<file path="src/rtl/fetch_arb.sv">
`default_nettype none
// ============================================================================
// Module   : fetch_arb
// Purpose  : Shares one line fetch/writeback engine between n_req cache-side
//            requesters. One requester owns the engine from selection until
//            the engine's fetch_done; gnt/done pulses are routed back to the
//            owner only.
// Revision : 1.0 - initial release
// ----------------------------------------------------------------------------
// Ports
//   clk, rst_n          clock, asynchronous active-low reset
//   req_fetch_req_i     per-requester request, held until its gnt
//   req_fetch_cmd_i     packed 2-bit commands, slice i = [2i+1:2i]
//   req_fetch_tag_i     packed TW-bit line tags
//   req_fetch_addr_i    packed addr_width-bit line addresses
//   req_fetch_gnt_o     one-hot grant pulse to the owner
//   req_fetch_done_o    one-hot completion pulse to the owner
//   fetch_req_o         command valid towards the engine
//   fetch_cmd_o/tag_o/addr_o  latched command fields of the owner
//   fetch_gnt_i         engine accepts the command
//   fetch_done_i        engine finished the command (1-cycle pulse)
//   arb_busy_o          engine is owned (ISSUE or BUSY)
//   arb_owner_o         current / last owner ID
// Configuration
//   FETCH_ARB_FIXED_PRI_EN  defined: fixed priority, lowest index wins and
//                           the round-robin pointer does not exist.
//                           undefined (default): round-robin arbitration.
// ============================================================================
module fetch_arb #(
    parameter  int addr_width = 32,
    parameter  int list_depth = 4,
    parameter  int n_req      = 2,
    localparam int TW         = $clog2(list_depth),
    localparam int IW         = $clog2(n_req)
) (
    input  logic                       clk,
    input  logic                       rst_n,
    input  logic [n_req-1:0]           req_fetch_req_i,
    input  logic [2*n_req-1:0]         req_fetch_cmd_i,
    input  logic [TW*n_req-1:0]        req_fetch_tag_i,
    input  logic [addr_width*n_req-1:0] req_fetch_addr_i,
    output logic [n_req-1:0]           req_fetch_gnt_o,
    output logic [n_req-1:0]           req_fetch_done_o,
    output logic                       fetch_req_o,
    output logic [1:0]                 fetch_cmd_o,
    output logic [TW-1:0]              fetch_tag_o,
    output logic [addr_width-1:0]      fetch_addr_o,
    input  logic                       fetch_gnt_i,
    input  logic                       fetch_done_i,
    output logic                       arb_busy_o,
    output logic [IW-1:0]              arb_owner_o
);

    typedef enum logic [1:0] {
        S_IDLE  = 2'd0,
        S_ISSUE = 2'd1,
        S_BUSY  = 2'd2
    } state_t;

    state_t                state_q, state_d;
    logic [IW-1:0]         owner_q, owner_d;
    logic [1:0]            cmd_q, cmd_d;
    logic [TW-1:0]         tag_q, tag_d;
    logic [addr_width-1:0] addr_q, addr_d;
    logic [IW-1:0]         win;
    logic [n_req-1:0]      owner_oh;

`ifdef FETCH_ARB_FIXED_PRI_EN
    // Lowest set index wins.
    always_comb begin
        win = '0;
        for (int i = n_req - 1; i >= 0; i--) begin
            if (req_fetch_req_i[i]) win = IW'(i);
        end
    end
`else
    logic [IW-1:0] rr_ptr_q, rr_ptr_d;
    logic [IW-1:0] win_lo, win_hi;
    logic          found_hi;
    logic          complete;

    // Round robin: lowest set index at or above rr_ptr, otherwise wrap to
    // the lowest set index overall. Scanning downwards leaves the lowest hit.
    always_comb begin
        win_lo   = '0;
        win_hi   = '0;
        found_hi = 1'b0;
        for (int i = n_req - 1; i >= 0; i--) begin
            if (req_fetch_req_i[i]) begin
                win_lo = IW'(i);
                if (IW'(i) >= rr_ptr_q) begin
                    win_hi   = IW'(i);
                    found_hi = 1'b1;
                end
            end
        end
        win = found_hi ? win_hi : win_lo;
    end

    // Pointer only advances when a command completes, not on reset abort.
    assign complete = fetch_done_i &&
                      (((state_q == S_ISSUE) && fetch_gnt_i) || (state_q == S_BUSY));

    always_comb begin
        rr_ptr_d = rr_ptr_q;
        if (complete) begin
            rr_ptr_d = (owner_q == IW'(n_req - 1)) ? '0 : owner_q + 1'b1;
        end
    end

    always_ff @(posedge clk or negedge rst_n) begin
        if (!rst_n) rr_ptr_q <= '0;
        else        rr_ptr_q <= rr_ptr_d;
    end
`endif

    always_comb begin
        for (int i = 0; i < n_req; i++) owner_oh[i] = (owner_q == IW'(i));
    end

    always_comb begin
        state_d          = state_q;
        owner_d          = owner_q;
        cmd_d            = cmd_q;
        tag_d            = tag_q;
        addr_d           = addr_q;
        fetch_req_o      = 1'b0;
        req_fetch_gnt_o  = '0;
        req_fetch_done_o = '0;
        case (state_q)
            S_IDLE: begin
                // fetch_done here belongs to nobody and is dropped.
                if (|req_fetch_req_i) begin
                    owner_d = win;
                    for (int i = 0; i < n_req; i++) begin
                        if (win == IW'(i)) begin
                            cmd_d  = req_fetch_cmd_i[2*i +: 2];
                            tag_d  = req_fetch_tag_i[TW*i +: TW];
                            addr_d = req_fetch_addr_i[addr_width*i +: addr_width];
                        end
                    end
                    state_d = S_ISSUE;
                end
            end
            S_ISSUE: begin
                fetch_req_o = 1'b1;
                if (fetch_gnt_i) begin
                    req_fetch_gnt_o = owner_oh;
                    if (fetch_done_i) begin
                        req_fetch_done_o = owner_oh;
                        state_d          = S_IDLE;
                    end else begin
                        state_d = S_BUSY;
                    end
                end
            end
            S_BUSY: begin
                if (fetch_done_i) begin
                    req_fetch_done_o = owner_oh;
                    state_d          = S_IDLE;
                end
            end
            default: state_d = S_IDLE;
        endcase
    end

    always_ff @(posedge clk or negedge rst_n) begin
        if (!rst_n) begin
            state_q <= S_IDLE;
            owner_q <= '0;
            cmd_q   <= '0;
            tag_q   <= '0;
            addr_q  <= '0;
        end else begin
            state_q <= state_d;
            owner_q <= owner_d;
            cmd_q   <= cmd_d;
            tag_q   <= tag_d;
            addr_q  <= addr_d;
        end
    end

    assign fetch_cmd_o  = cmd_q;
    assign fetch_tag_o  = tag_q;
    assign fetch_addr_o = addr_q;
    assign arb_busy_o   = (state_q != S_IDLE);
    assign arb_owner_o  = owner_q;

endmodule
`default_nettype wire

</file>
<file path="config.mk">
export PLATFORM = sky130hd
export DESIGN_NAME = fetch_arb
export DESIGN_NICKNAME = d
export VERILOG_FILES = /design/src/rtl/fetch_arb.sv
export SDC_FILE = /design/constraint.sdc
export NUM_CORES = 1
export LEC_CHECK = 0
export ABC_CLOCK_PERIOD_IN_PS = 1570
export CAP_MARGIN = 25
export CORE_MARGIN = 2
export CORE_UTILIZATION = 34
export CTS_CLUSTER_DIAMETER = 200
export DETAILED_ROUTE_END_ITERATION = 10
export GPL_ROUTABILITY_DRIVEN = 0
export PLACE_DENSITY = 0.8
export RECOVER_POWER = 100
export SLEW_MARGIN = 40
export SYNTH_ARGS = -nofsm -noshare
export SYNTH_HDL_FRONTEND = slang
export SYNTH_SLANG_ARGS = --single-unit
export TNS_END_PERCENT = 50
</file>
<file path="constraint.sdc">
create_clock -name clk -period 1.57 [get_ports clk]
set_clock_uncertainty 0.2 [all_clocks]
set_input_delay 0.2355 -clock clk [delete_from_list [all_inputs] [get_ports clk]]
set_output_delay 0.2355 -clock clk [all_outputs]
set_load 0.02 [all_outputs]
</file>
==> qor.yml, run 1 <==
cts_buffers: 5
r2r_cells: 6
cp_top_family: "flip-flops"
die_h_um: 82.44
min-delay-start: "req_fetch_addr_i[21]"
vias: 2306
fin_ws_ps: -278.8
place_hpwl_um: 4919
hold_ws_ps: 322.6
path_buf_inv: 2
drtAntennaViolNets: 0
cts_sinks: 40
synth.distinct_cells: 28
clkTransAtPathRegs_ps: 80
rows: 28
slew_headroom_pct: 62.49
grt_max_degree: 41
max_freq_ghz: 0.5409
syn_avg_cell_area_um2: 8.827
core-area_mm2: 0.005921
cap_violations: 0
antenna_found_initial: 0
viasPerCell: 5.124
ctsHtreeMaxLevel: 2
worstPathRequired_ps: 1130
netlist_area_mm2: 0.002092
drc: 0
critPathLaunchType: "flip-flop"
insertion_delay_ps: 280
hp-class: "in2reg"
die_w_um: 82.44
wirelength_um: 6764
violations: "setup timing"
area_delta_synth_final_pct: 76.08
die-area_mm2: 0.006796
rsz0062_at_grt: "yes"
irDropWorstVdd_v: 0.001028
first_global_vias: 2382
root_buffer: "clkbuf_8"
p_leak_nw: 1.535
mostFrequentLayoutCells: "clkdlybuf4s50_1 (76), dfrtp_1 (40), nor2_1 (38)"
cpPeakStageDelay_ps: 380
grt-ovfl-total: 0
final_common_cell: "clkdlybuf4s50_1"
nets: 456
placed_area_mm2: 0.003507
finalInstanceArea_mm2: 0.003684
finalSetupViolations: 46
layout.cells.non_filler: 450
finalCriticalPeriod_ps: 1849
clockBufferDepth: 2
worstHoldEndpoint: "fetch_addr_o[21]"
drive_above_1_share_pct: 16.27
maxSlewViolCount: 0
yosysSeqAreaShare_pct: 47.85
worstPathCellList: "inv_2 -> ha_4 -> and2_4 -> o2111a_1 -> buf_6"
reg2reg_to: "fetch_addr_o[9]"
crit_type: "reg2out"
first_iter_violations: 104
timing.rr.start: "state_q[0]"
synth_fp_nets: 319
final_core_util_pct: 62.21
reg2reg_slack_ps: -200
ys_ff_latch: 40
post-route-period-util_pct: 117.8
start_util_pct: 35.33
worst_slew_pin_slew_ps: 562.6
diodes: 0
end_kind: "output pin"
power_density_mw_per_mm2: 1781
cp_slowest_cell: "dfrtp_1"
cts_tree: "done"
cp_data_arrival_time_ps: 1410
dp.cells: 437
drtPass1Iterations: 4
syn_inst: 237
status: "finished, violations left"
hold_path_depth: 3
wl_per_cell_um: 15.03
track_usage_pct: 20.55
ys_warn_count: 0
cp_max_fo: 3
pin_count: 121
hold_viol_final: 0
grt_pass1_wl_um: 10740
total_power_mw: 6.559
portBuffers: 120
state kept, by name, indices dropped and copies added (netlist names):
register	flops
fetch_addr_o	32
rr_ptr_q	1
arb_owner_o	1
fetch_tag_o	2
fetch_cmd_o	2
state_q	2
power by group:
part	switching (mW)	total (mW)	leakage [nW]	internal, mW
clock	0.357	0.829	0.0552	0.472
sequential	0.277	1.84	0.451	1.56
combinational	2.06	3.89	1.03	1.83
total	2.70	6.56	1.53	3.86
kinds of logic (layout without fill, tap and decap cells):
logic type      count (synthesis)  count (layout)  share of synthesized area (%)
simple gates                   83              83                          17.82
compound gates                 81              81                          23.21
flops                          40              40                          47.85
buf+inv                        28             166                          8.252
fa+ha+maj                       4               4                          2.392
mux                             1               1                         0.4785
layer usage:
| metal | up-vias | wire [um] | GRT usage (%) |
|---|---|---|---|
| met5 | - | 0 | 0 |
| met4 | 0 | 51 | 5.333 |
| met3 | 6 | 540 | 5.326 |
| met2 | 80 | 3425 | 37.34 |
| met1 | 1089 | 2747 | 23.86 |
| li1 | 1131 | - | - |
area by class of cell:
type	instances	area, um^2
Timing Repair Buffer	153	1489
Multi-Input combinational cell	169	973.4
Tap cell	75	93.84
Sequential cell	40	1001
Clock buffer	6	72.57
Fill cell	527	2237
Clock inverter	2	35.03
Inverter	5	18.77
through the flow:
stage	setup slack (ps)	setup TNS (ps)
after floorplan	-14.11	-28.22
after global placement	-493.6	-6617
after detailed placement	-537.7	-8312
after CTS	-307.5	-6584
after global routing	-348.0	-10730
final	-278.8	-6516
worst max-delay path by stage:
stage	from	slack [ps]	cells after the start	to
2_1_floorplan	state_q[1]	-10	4	req_fetch_done_o[0]
3_3_place_gp	fetch_gnt_i	-490	4	req_fetch_done_o[0]
3_5_place_dp	fetch_gnt_i	-540	4	req_fetch_done_o[0]
4_1_cts	state_q[0]	-310	4	req_fetch_done_o[0]
5_1_grt	state_q[1]	-350	5	req_fetch_done_o[1]
6_report	state_q[1]	-280	5	req_fetch_done_o[0]
cells in the mapped netlist:
library cell	n	area, um^2
dfrtp_1	40	1001
nor2_1	39	146.4
a31oi_1	37	231.5
nand3_1	36	180.2
o21ai_0	23	115.1
o21ai_1	13	65.06
buf_4	9	67.56
buf_2	8	40.04
ha_1	4	50.05
inv_1	4	15.01
buf_6	3	33.78
nor2b_1	3	18.77
nand2b_1	2	12.51
o2111a_1	2	22.52
a211oi_2	1	12.51
a21o_1	1	7.510
a21oi_1	1	5.000
and2_1	1	6.260
buf_1	1	3.750
clkbuf_1	1	3.750
clkbuf_2	1	5.000
inv_2	1	3.750
mux2i_1	1	10.01
nand2_1	1	3.750
nor3_1	1	5.000
o21a_1	1	7.510
o32a_1	1	10.01
o32ai_1	1	8.760
timing repair:
action                                  4_1_cts  5_1_grt
gates cloned                                  1        0
endpoints found under the setup margin       82       46
gates resized for setup                      82        6
hold endpoints to repair                     40        0
pin swaps                                     6        2
buffers inserted                              2        1
hold buffers                                  1        0
worst min-delay path, stage by stage:
cell and delay [ps]:
clkdlybuf4s50_1 390, o21ai_0 70, a31oi_1 80
(Power assumes the default switching activity.)
==> run 2, diff against run 1 <==
--- a/config.mk
+++ b/config.mk
@@ -5,14 +5,14 @@
 export SDC_FILE = /design/constraint.sdc
 export NUM_CORES = 1
 export LEC_CHECK = 0
-export ABC_CLOCK_PERIOD_IN_PS = 1570
+export ABC_CLOCK_PERIOD_IN_PS = 1850
 export CAP_MARGIN = 25
-export CORE_MARGIN = 2
-export CORE_UTILIZATION = 34
+export CORE_MARGIN = 5
+export CORE_UTILIZATION = 38
 export CTS_CLUSTER_DIAMETER = 200
 export DETAILED_ROUTE_END_ITERATION = 10
 export GPL_ROUTABILITY_DRIVEN = 0
-export PLACE_DENSITY = 0.8
+export PLACE_DENSITY = 0.91
 export RECOVER_POWER = 100
 export SLEW_MARGIN = 40
 export SYNTH_ARGS = -nofsm -noshare
==> constraint.sdc (replaced) <==
create_clock -name clk -period 1.85 [get_ports clk]
set_clock_uncertainty 0.2 [all_clocks]
set_input_delay 0.2775 -clock clk [delete_from_list [all_inputs] [get_ports clk]]
set_output_delay 0.2775 -clock clk [all_outputs]
set_load 0.02 [all_outputs]
==> qor.yml, run 2 (same netlist as run 1, synthesis figures left out) <==
worstPathCellList: "ha_4 -> and2_4 -> o2111a_1 -> buf_6"
timing.rr.start: "state_q[0]"
cap_violations: 0
first_global_vias: 2321
largest_reg_flops: 32
r2r_cells: 7
wl_per_cell_um: 15.81
power_density_mw_per_mm2: 1514
pin_count: 121
irDropWorstVdd_v: 0.0007580
maxSlewViolCount: 0
hold_viol_final: 0
cpPeakStageDelay_ps: 440
grt-ovfl-total: 0
cp_slowest_cell: "dfrtp_1"
core-area_mm2: 0.005439
hp-class: "in2async"
critPathCapture: "req_fetch_done_o[0]"
cp_data_arrival_time_ps: 1400
cts_sinks: 40
status: "finished, violations left"
worstPathRequired_ps: 1370
diodes: 0
fin_ws_ps: -30.94
wirelength_um: 6816
layout.cells.non_filler: 431
die_w_um: 84.20
cts_tree: "done"
post-route-period-util_pct: 101.7
start_util_pct: 38.46
drtPass1Iterations: 5
viasPerCell: 5.297
crit_type: "reg2out"
critPathLaunchType: "flip-flop"
finalCriticalPeriod_ps: 1881
track_usage_pct: 18.94
p_leak_nw: 1.377
reg2reg_to: "fetch_addr_o[12]"
reg2reg_slack_ps: 60
ctsHtreeMaxLevel: 2
drtAntennaViolNets: 0
die-area_mm2: 0.007089
mostFrequentLayoutCells: "clkdlybuf4s50_1 (107), dfrtp_1 (40), nor2_1 (38)"
slew_headroom_pct: 60.33
first_iter_violations: 114
violations: "setup timing"
fillers: 472
vias: 2283
cp_max_fo: 3
portBuffers: 120
clkTransAtPathRegs_ps: 70
end_kind: "output pin"
clockBufferDepth: 2
grt_max_degree: 38
die_h_um: 84.20
insertion_delay_ps: 280
root_buffer: "clkbuf_8"
place_hpwl_um: 4975
max_freq_ghz: 0.5317
nets: 441
area_delta_synth_final_pct: 65.55
rsz0062_at_grt: "yes"
cts_buffers: 5
dp.cells: 421
final_common_cell: "clkdlybuf4s50_1"
crit_start: "state_q[0]"
finalSetupViolations: 2
rows: 27
grt_pass1_wl_um: 11010
antenna_found_initial: 0
drive_above_1_share_pct: 11.70
total_power_mw: 5.244
worst_slew_pin_slew_ps: 594.2
drc: 0
run 2: cell count changes in the layout (fill, tap and decap cells not counted), sizes merged:
cell / change
bufbuf: -1
bufinv: -1
clkdlybuf4s15: -1
buf: -18
clkbuf: +5
dlygate4sd2: -36
dlygate4sd3: +5
clkdlybuf4s50: +31
run 2: cell type report:
cell class | instances | area (um^2) | area share [%]
clock buffers | 6 | 72.57 | 2.095
inverters | 5 | 18.77 | 0.5419
multi-input cells | 169 | 959.7 | 27.71
repair buffers | 138 | 1316 | 38.01
clock inverters | 1 | 5.005 | 0.1445
well taps | 72 | 90.09 | 2.601
flip-flops and latches | 40 | 1001 | 28.90
run 2: how the worst min path moves through the flow:
stage	cells past startpoint	to	from
floorplan	0	arb_owner_o	rst_n
global placement	1	fetch_addr_o[8]	rst_n
detailed placement	1	fetch_addr_o[4]	rst_n
CTS	2	fetch_cmd_o[0]	rst_n
global route	2	fetch_addr_o[4]	rst_n
finish	2	fetch_addr_o[4]	rst_n
run 2: what timing repair did:
action	in CTS	in global routing
pin swaps	4	3
setup endpoints to repair	6	9
buffers inserted	2	0
hold buffers	1	0
resized for setup	28	11
hold endpoints to repair	18	0
run 2: per-layer routing:
metal,global-route usage (%),up-vias,wire length [um]
met3,5.103,10,571
met5,0,-,0
met1,21.82,1078,2625
met2,34.15,95,3484
li1,-,1100,-
met4,5.702,0,133
run 2: worst max-delay path, delay by kind of cell (launching register included):
kind                     cells  cell delay (ps)
AO/OA/AOI/OAI                1              230
adder cells (fa/ha/maj)      1              190
buffers and inverters        1              130
flip-flops                   1              440
AND/OR/NAND/NOR              1              130
run 2: per-stage QoR:
stage               worst slack (ps)  area (um^2)  util, %  setup TNS, ps  hold slack (ps)
finish                        -30.94         3463    63.68         -59.37            288.7
CTS                           -60.63         3497    64.30         -105.6            287.7
floorplan                      165.8         2092        -              0           -218.1
global route                  -98.09         3463    63.68          -1494            323.4
global placement              -276.0         3378    62.11          -1817            48.82
detailed placement            -331.8         3378    62.11          -2985            51.57
run 2: report_power, final:
| part | internal (mW) | switching [mW] | total (mW) |
|---|---|---|---|
| Sequential | 1.33 | 0.264 | 1.59 |
| Combinational | 1.46 | 1.66 | 3.12 |
| Clock | 0.256 | 0.283 | 0.539 |
